### src/rtl/alu_pkg.sv
// +--------------------------------------------------------------------------+
// | alu_pkg : opcode/state types and opcode classification helpers for alu_seq |
// | rev 1.0                                                                   |
// +--------------------------------------------------------------------------+
`default_nettype none

package alu_pkg;

  typedef enum logic [3:0] {
    OP_ADD   = 4'd0,
    OP_SUB   = 4'd1,
    OP_NOT   = 4'd2,
    OP_AND   = 4'd3,
    OP_OR    = 4'd4,
    OP_XOR   = 4'd5,
    OP_SLT   = 4'd6,
    OP_EQ    = 4'd7,
    OP_SLL   = 4'd8,
    OP_SRL   = 4'd9,
    OP_SRA   = 4'd10,
    OP_MUL   = 4'd11,
    OP_ILL12 = 4'd12,
    OP_ILL13 = 4'd13,
    OP_ILL14 = 4'd14,
    OP_ILL15 = 4'd15
  } op_e;

  typedef enum logic [1:0] {
    IDLE = 2'd0,
    BUSY = 2'd1,
    DONE = 2'd2
  } state_e;

  function automatic logic op_is_illegal(input op_e op);
    return (op >= OP_ILL12);
  endfunction

  // Compares and illegal opcodes never report a zero result.
  function automatic logic op_sets_zero(input op_e op);
    return !((op == OP_SLT) || (op == OP_EQ) || op_is_illegal(op));
  endfunction

endpackage

`default_nettype wire

### src/rtl/alu_mul_iter.sv
// +--------------------------------------------------------------------------+
// | alu_mul_iter : iterative shift-add unsigned multiplier, WIDTH iterations  |
// | rev 1.0                                                                   |
// +--------------------------------------------------------------------------+
`default_nettype none

module alu_mul_iter
  import alu_pkg::*;
#(
  parameter int WIDTH = 8
) (
  input  logic                 clk,
  input  logic                 rst_n,
  input  logic                 start,
  input  logic [WIDTH-1:0]     a,
  input  logic [WIDTH-1:0]     b,
  output logic                 done,
  output logic [2*WIDTH-1:0]   product
);

  localparam int SHW = $clog2(WIDTH);
  localparam logic [SHW-1:0] c_last_cnt = SHW'(WIDTH - 1);

  logic [2*WIDTH-1:0] acc_q, acc_d;
  logic [2*WIDTH-1:0] mcand_q, mcand_d;
  logic [WIDTH-1:0]   mplier_q, mplier_d;
  logic [SHW-1:0]     cnt_q, cnt_d;
  logic               busy_q, busy_d;
  logic [2*WIDTH-1:0] partial;
  logic [2*WIDTH-1:0] acc_next;

  assign partial  = mplier_q[0] ? mcand_q : '0;
  assign acc_next = acc_q + partial;

  // done and product are combinational so the final iteration's sum can be
  // captured by the parent on the same edge the last iteration completes.
  assign done    = busy_q && (cnt_q == c_last_cnt);
  assign product = acc_next;

  always_comb begin
    acc_d    = acc_q;
    mcand_d  = mcand_q;
    mplier_d = mplier_q;
    cnt_d    = cnt_q;
    busy_d   = busy_q;
    if (start) begin
      acc_d    = '0;
      mcand_d  = {{WIDTH{1'b0}}, a};
      mplier_d = b;
      cnt_d    = '0;
      busy_d   = 1'b1;
    end else if (busy_q) begin
      acc_d    = acc_next;
      mcand_d  = mcand_q << 1;
      mplier_d = mplier_q >> 1;
      cnt_d    = cnt_q + SHW'(1);
      if (cnt_q == c_last_cnt) begin
        busy_d = 1'b0;
      end
    end
  end

  always_ff @(posedge clk) begin
    if (!rst_n) begin
      acc_q    <= '0;
      mcand_q  <= '0;
      mplier_q <= '0;
      cnt_q    <= '0;
      busy_q   <= 1'b0;
    end else begin
      acc_q    <= acc_d;
      mcand_q  <= mcand_d;
      mplier_q <= mplier_d;
      cnt_q    <= cnt_d;
      busy_q   <= busy_d;
    end
  end

endmodule

`default_nettype wire

### src/rtl/alu_seq.sv
// +--------------------------------------------------------------------------+
// | alu_seq : registered parametrised ALU with valid/ready request/response   |
// | rev 1.0                                                                   |
// +--------------------------------------------------------------------------+
`default_nettype none

module alu_seq
  import alu_pkg::*;
#(
  parameter int WIDTH = 8
) (
  input  logic             clk,
  input  logic             rst_n,
  input  logic             in_valid,
  output logic             in_ready,
  input  logic [WIDTH-1:0] a,
  input  logic [WIDTH-1:0] b,
  input  logic [3:0]       sel,
  output logic             out_valid,
  input  logic             out_ready,
  output logic [WIDTH-1:0] c,
  output logic             cf,
  output logic             of,
  output logic             out,
  output logic             zero,
  output logic             err
);

  localparam int SHW = $clog2(WIDTH);

  state_e           state_q, state_d;
  logic [WIDTH-1:0] c_q, c_d;
  logic             cf_q, cf_d;
  logic             of_q, of_d;
  logic             out_q, out_d;
  logic             zero_q, zero_d;
  logic             err_q, err_d;

  op_e              op;
  logic [WIDTH:0]   sum;
  logic [WIDTH:0]   diff;
  logic [SHW-1:0]   shamt;
  logic [WIDTH-1:0] alu_c;
  logic             alu_cf, alu_of, alu_out, alu_zero, alu_err;

  logic               mul_start;
  logic               mul_done;
  logic [2*WIDTH-1:0] mul_product;

  assign op    = op_e'(sel);
  assign shamt = b[SHW-1:0];
  assign sum   = {1'b0, a} + {1'b0, b};
  // Carry out of a + ~b + 1 is the inverse of borrow.
  assign diff  = {1'b0, a} + {1'b0, ~b} + (WIDTH + 1)'(1);

  always_comb begin
    alu_c   = '0;
    alu_cf  = 1'b0;
    alu_of  = 1'b0;
    alu_out = 1'b0;
    alu_err = 1'b0;
    case (op)
      OP_ADD: begin
        alu_c  = sum[WIDTH-1:0];
        alu_cf = sum[WIDTH];
        alu_of = (a[WIDTH-1] == b[WIDTH-1]) && (sum[WIDTH-1] != a[WIDTH-1]);
      end
      OP_SUB: begin
        alu_c  = diff[WIDTH-1:0];
        alu_cf = ~diff[WIDTH];
        alu_of = (a[WIDTH-1] != b[WIDTH-1]) && (diff[WIDTH-1] != a[WIDTH-1]);
      end
      OP_NOT:  alu_c   = ~a;
      OP_AND:  alu_c   = a & b;
      OP_OR:   alu_c   = a | b;
      OP_XOR:  alu_c   = a ^ b;
      OP_SLT:  alu_out = ($signed(a) < $signed(b));
      OP_EQ:   alu_out = (a == b);
      OP_SLL:  alu_c   = a << shamt;
      OP_SRL:  alu_c   = a >> shamt;
      OP_SRA:  alu_c   = WIDTH'($signed(a) >>> shamt);
      OP_MUL:  alu_c   = '0;
      default: alu_err = 1'b1;
    endcase
    alu_zero = op_sets_zero(op) && (alu_c == '0);
  end

  alu_mul_iter #(
    .WIDTH (WIDTH)
  ) u_mul (
    .clk     (clk),
    .rst_n   (rst_n),
    .start   (mul_start),
    .a       (a),
    .b       (b),
    .done    (mul_done),
    .product (mul_product)
  );

  always_comb begin
    state_d   = state_q;
    c_d       = c_q;
    cf_d      = cf_q;
    of_d      = of_q;
    out_d     = out_q;
    zero_d    = zero_q;
    err_d     = err_q;
    mul_start = 1'b0;
    case (state_q)
      IDLE: begin
        if (in_valid) begin
          if (op == OP_MUL) begin
            mul_start = 1'b1;
            state_d   = BUSY;
          end else begin
            state_d = DONE;
            c_d     = alu_c;
            cf_d    = alu_cf;
            of_d    = alu_of;
            out_d   = alu_out;
            zero_d  = alu_zero;
            err_d   = alu_err;
          end
        end
      end
      BUSY: begin
        if (mul_done) begin
          state_d = DONE;
          c_d     = mul_product[WIDTH-1:0];
          cf_d    = 1'b0;
          of_d    = |mul_product[2*WIDTH-1:WIDTH];
          out_d   = 1'b0;
          zero_d  = (mul_product[WIDTH-1:0] == '0);
          err_d   = 1'b0;
        end
      end
      DONE: begin
        if (out_ready) begin
          state_d = IDLE;
        end
      end
      default: state_d = IDLE;
    endcase
  end

  always_ff @(posedge clk) begin
    if (!rst_n) begin
      state_q <= IDLE;
      c_q     <= '0;
      cf_q    <= 1'b0;
      of_q    <= 1'b0;
      out_q   <= 1'b0;
      zero_q  <= 1'b0;
      err_q   <= 1'b0;
    end else begin
      state_q <= state_d;
      c_q     <= c_d;
      cf_q    <= cf_d;
      of_q    <= of_d;
      out_q   <= out_d;
      zero_q  <= zero_d;
      err_q   <= err_d;
    end
  end

  assign in_ready  = (state_q == IDLE);
  assign out_valid = (state_q == DONE);
  assign c         = c_q;
  assign cf        = cf_q;
  assign of        = of_q;
  assign out       = out_q;
  assign zero      = zero_q;
  assign err       = err_q;

endmodule

`default_nettype wire

### config.mk
export PLATFORM = sky130hd
export DESIGN_NAME = alu_seq
export DESIGN_NICKNAME = d
export VERILOG_FILES = /design/src/rtl/alu_pkg.sv /design/src/rtl/alu_mul_iter.sv /design/src/rtl/alu_seq.sv
export SDC_FILE = /design/constraint.sdc
export NUM_CORES = 1
export LEC_CHECK = 0
export CORE_UTILIZATION = 55
export DETAILED_ROUTE_END_ITERATION = 6
export HOLD_SLACK_MARGIN = 0.15
export PLACE_DENSITY_LB_ADDON = 0.1
export SETUP_SLACK_MARGIN = 0.15
export SLEW_MARGIN = 20
export SYNTH_ARGS = -nofsm -noshare
export SYNTH_HDL_FRONTEND = slang
export SYNTH_HIERARCHICAL = 1
export SYNTH_SLANG_ARGS = --single-unit
### constraint.sdc
create_clock -name clk -period 3.24 [get_ports clk]
set_clock_uncertainty 0.2 [all_clocks]
set_input_delay 0.486 -clock clk [delete_from_list [all_inputs] [get_ports clk]]
set_output_delay 0.486 -clock clk [all_outputs]
set_load 0.1 [all_outputs]
Yosys cells after proc, flatten, opt, wreduce, memory -nomap -nowiden
Index checks and enable logic that the tools add are counted.

Add/subtract/negate cells: 5. $mul: 0. Div/mod/pow operators: 0. $lt $le $gt $ge: 2. Equality and inequality tests: 23. Shift-type cells: 3. Mux-type cells: 43. Bitwise gates (word level): 7. Reduce and logical (&&, ||, !) cells: 18.

Operators with widths (number): $pmux 8 s9 (1); $mux 8 (7); $mux 1 (20); $add 8x8->9 (2); $add 16x16->16 (1); $eq 4x3->1 const B (4); $eq 4x4->1 const B (4); $logic_not 8->1 (2); $mux 16 (1); $not 8->8 (2); $pmux 1 s2 (8); $pmux 8 s2 (1); $reduce_or 11->1 (1); $add 9x1->9 const B (1); $and 8x8->8 (1); $eq 4x2->1 const B (2); $eq 8x8->1 (1); $lt 8x8->1 (1); $mux 2 (4); $or 8x8->8 (1); $reduce_or 8->1 (1); $shl 8x3->8 (1); $shr 8x3->8 (1); $sshr 8x3->8 (1); 22 further kinds (32).

Register bits after elaboration: 59. Bits in latches: 0. Memory bits (writable): 0. Bits in read-only memories: 0. Bits of input ports: 24. Logic and storage cells: 114. Memories: 0.

Depth between registers and ports, before layout
Depth after elaboration: 9. Mapped depth: 14. Depth with buffers taken out: 13.

Modules after synthesis
The synthesis kept the hierarchy.

Modules (own cells, without submodules): alu_seq (times used 1, cells an instance 356, area an instance 2716.4 µm²); alu_mul_iter (times used 1, cells an instance 299, area an instance 2549.9 µm²).

Worst setup path before layout
No wires, ideal clock.

Path type: register -> register. Start: register state_q[0]. End: register u_mul.acc_q[2]. Library setup time: 131 ps. Arrival time: 2862 ps. Required time: 2909 ps. Path slack: 47 ps. Cell stages (with the launch flop): 9. Clock period less this slack: 3193 ps. Cell sequence: dfxtp_1 > nor2_1 > nand2_1 > nor2_1 > clkbuf_1 > nand2b_1 > clkbuf_1 > clkbuf_1 > nor3_1.

Cells in the longest elaborated chain, start to end: 3.

RTL lines: start: declaration (RTL line alu_seq.sv:31) `state_e state_q, state_d;`; start signal: assignment (RTL line alu_seq.sv:156) `state_q <= state_d;`; $logic_not 2->1; named net in_ready (RTL line alu_seq.sv:15) `output logic in_ready,`; $mux 1 (RTL line alu_seq.sv:109) `case (state_q)`; named net mul_start (RTL line alu_seq.sv:46) `logic mul_start;`; $reduce_or 2->1 (no source line); end signal: assignment (RTL line alu_mul_iter.sv:65) `acc_q <= '0;`; end signal: assignment (RTL line alu_mul_iter.sv:71) `acc_q <= acc_d;`; end: declaration (RTL line alu_mul_iter.sv:24) `logic [2*WIDTH-1:0] acc_q, acc_d;`.

The timed path passes the listed nets, and every way through them passes these cells. A chain may end at the register's enable or synchronous reset.

Final worst setup path
Start: register u_mul.mplier_q[0]. End: register of_q (netlist: of).

Cells in the longest elaborated chain, start to end: 5.

RTL lines: start: declaration (RTL line alu_mul_iter.sv:26) `logic [WIDTH-1:0] mplier_q, mplier_d;`; start signal: assignment (RTL line alu_mul_iter.sv:73) `mplier_q <= mplier_d;`; $mux 16 (RTL line alu_mul_iter.sv:32) `assign partial = mplier_q[0] ? mcand_q : '0;`; $add 16x16->16 (RTL line alu_mul_iter.sv:33) `assign acc_next = acc_q + partial;`; named net mul_product[14] (RTL line alu_seq.sv:48) `logic [2*WIDTH-1:0] mul_product;`; $reduce_or 8->1 (RTL line alu_seq.sv:131) `of_d = |mul_product[2*WIDTH-1:WIDTH];`; $mux 1 (RTL line alu_seq.sv:127) `if (mul_done) begin`; $pmux 1 s2 (RTL line alu_seq.sv:109); end signal: assignment (RTL line alu_seq.sv:151) `of_q <= 1'b0;`; end signal: assignment (RTL line alu_seq.sv:159) `of_q <= of_d;`; end: declaration (RTL line alu_seq.sv:34) `logic of_q, of_d;`.

The timed path passes the listed nets, and every way through them passes these cells. The select of a mux whose other input is x is not followed.

==> results.md <==
* Status: completed
* Arrival @ worst endpoint at roughly 3200 ps
* Yosys warns at 6
* GRT Residual Overflow at 0
* Cell row count at 35
* Slew HR at 28.7%
* Yosys reg bits at slightly below 60
* Final hold viol count at 0
* Most frequent cells in the layout: buf_4, nor2_1, dfxtp_1, nand2_1, a21oi_1
* Minimum clock period at between 3000 and 4000 ps
* CP startpoint kind: flip-flop
* Final Cycle Share at a little under 100%
* Area of the mapped netlist at between 5000 and 6000 um^2
* Global-route wire length before repair at between 20 and 30 mm
* Critical path data required time at around 3300 ps
* Top cell type's share of synthesized area at roughly 22%
* Post-DP HPWL at roughly 12 mm
* Placeable Area at approximately 9000 um^2
* Die Wd at approximately 100 um
* Critical path origin: u_mul/mplier_q[0]
* Leakage at 2.74 nW
* PwrDens at a little over 300 nW/um^2
* DRC at 0
* CTS Buffer Depth at 2
* Total wire length at 16.4 mm
* N_diodes at 0
* Placed cell count at between 800 and 900
* GRT Total Usage at approximately a third
* Hold/Removal Path Class: flip-flop to flip-flop
* Ys flop type: dfxtp_1
* Largest net degree at the start of global routing at 36
* Root buf cell: clkbuf_8
* Seq/Total Area, Yosys at approximately 22%
* Syn-to-layout area delta at 27.2%
* Hold Crit Start: c[1]
* Cell taking the most area after synthesis: dfxtp_1
* Die height at ~100 um
* Max-cap violation count at 0
* DR pass1 iterations at 5
* Maximum VDD drop at 230 uV
* Met3 usage at 5.22%
* CTS tree: yes
* CTS sink count at between 50 and 60
* Wire length per cell at 18.5 um
* Final Non-Filler Cells at between 800 and 900
* Clk slew on worst S/H paths at about 70 ps
* Worst-path maximum fanout at 8
* RSZ-0062 raised after global routing: yes
* Grt met1 use at between 40% and 50%
* Fillers at about 730
* Most common cell after layout, fill and taps aside: buf_4
* Die ar. at ~10000 um^2
* Initial antenna violation count at 0
* FF-to-FF Start: u_mul/mplier_q[0]
* Max-slew violation count at 0
* Critical Path End Type: flip-flop
* M2 GR Usage at between 50% and 60%
* Final #Nets at 820
* Critical path class: flip-flop to flip-flop
* Busiest grt layer: met2
* GP Congestion at 1.03
* Post-synth EDFFs at 0
* Share of cells above drive strength 1 at about a quarter
* Asr flop ratio synth at 0%
* Unique masters post-synth at a little under 80
* Ports at 39
* Synth top area cells: dfxtp_1, ha_1, mux2i_1, a21oi_1, nor2_1
* Worst skew pair latency at approximately 340 ps
* WHS at 250 ps
* Initial core utilization at a little under three fifths
* CTS Buf Count at 9
* Number of global-route vias before repair at between 5k and 6k
* H-Tree Depth at 3
* Mapped Avg Cell Area at a little over 8 um^2
* Post-synthesis net count at 724
* Setup violators final at 0
* Worst-Margin Slew at around 1100 ps
* Initial drt markers at roughly 450
* Fmax at ~320 MHz
* Via count at between 5k and 6k
* Post-route ant nets at 0
* Post-Synthesis Cells at 655
* Via density at 6.03
* I/O Buffers at 38
-- cell usage after synthesis (4+ instances only) --
master / number
a21o_1: 6
and2_1: 31
nor2_1: 60
o211ai_1: 5
a31oi_1: 4
buf_6: 4
xor2_1: 7
xnor2_1: 17
nor2b_1: 8
nor3_1: 9
a22oi_1: 8
o22ai_1: 6
nand2_1: 55
nand2b_1: 6
inv_1: 27
o31ai_1: 4
and3_1: 6
nand3_1: 8
o21ai_1: 10
mux4_2: 6
a211oi_1: 4
clkbuf_1: 23
o21ai_0: 39
a22o_1: 4
ha_1: 42
dfxtp_1: 59
o21bai_1: 7
nand4_1: 5
o221ai_1: 5
nor4_1: 7
mux2i_1: 37
buf_2: 12
a21oi_1: 48
a221oi_1: 4
o21a_1: 5
-- layer usage --
metal	wire (um)	vias up	share of wire, %
li1	-	2560	-
met1	7510	2520	46
met2	7650	229	47
met3	913	29	5.6
met4	282	0	1.7
met5	0	-	0
-- where the power goes --
group | internal, mW | switching [mW]
clock network | 0.372 | 0.297
registers | 0.738 | 0.0108
logic | 0.249 | 0.359
-- logic make-up (layout without fill, tap and decap cells) --
logic type	Yosys count	in the layout	synth area share (%)
AO/OA/AOI/OAI	190	190	24.3
XOR/XNOR	24	24	3.99
adder cells (fa/ha/maj)	45	45	11.1
buffers and inverters	74	175	6.30
flip-flops	59	59	22.4
multiplexers	46	46	10.8
AND/OR/NAND/NOR	217	217	21.0
-- sequential cells by signal (all words and copies together), names as in the netlist --
signal          cells
c                   8
cf                  1
err                 1
of                  1
out                 1
state_q             2
u_mul/acc_q        16
u_mul/busy_q        1
u_mul/cnt_q         3
u_mul/mcand_q      16
u_mul/mplier_q      8
zero                1
-- layout make-up --
class	count	area, um^2	share of cell area, %
tap	129	161	2.41
clock buffer	11	141	2.11
multi-input combinational	522	3990	59.5
inverter	31	116	1.74
sequential	59	1190	17.7
timing repair buffer	128	1050	15.7
clock inverter	5	52.6	0.785
-- critical path: stages, from the launching register on --
cell      delay, ps
dfxtp_4         370
and2_4          150
ha_4            160
fa_2            390
a21oi_4         200
o211ai_1        150
a21oi_2         250
o21a_1          220
xnor2_2         150
nor4_4           60
buf_4           140
nand3_2          70
nand2_2          60
o211a_1         220
a221oi_2        260
-- path summary, 6_finish.rpt --
| check | cells after the start | to | slack (ps) |
|---|---|---|---|
| setup / recovery | 14 | of | 110 |
| hold / removal | 2 | c[1] | 250 |
| setup reg to reg | 14 | of | 110 |
| hold reg to reg | 2 | c[1] | 250 |
-- through the flow --
stage / util (%) / total power [mW] / setup slack, ps / setup TNS (ps) / area, um^2
3_5_place_dp: 67.3 / 1.35 / -192 / -534 / 6220
4_1_cts: 70.7 / 2.02 / 155 / 0 / 6530
2_1_floorplan: - / 1.13 / 269 / 0 / 5270
5_1_grt: 72.5 / 2.12 / -45.2 / -45.2 / 6700
6_report: 72.5 / 2.03 / 111 / 0 / 6700
3_3_place_gp: 67.3 / 1.34 / -98.7 / -264 / 6220
-- repair_timing --
item                       in CTS  in global routing
setup endpoints to repair       1                  5
pin swaps                       8                 19
cloned                          0                  0
hold endpoints to repair        0                  0
setup buffers                   2                  4
hold buffers                    0                  0
gates resized for setup        19                 30
No activity file was read; power rests on OpenSTA's default activity.
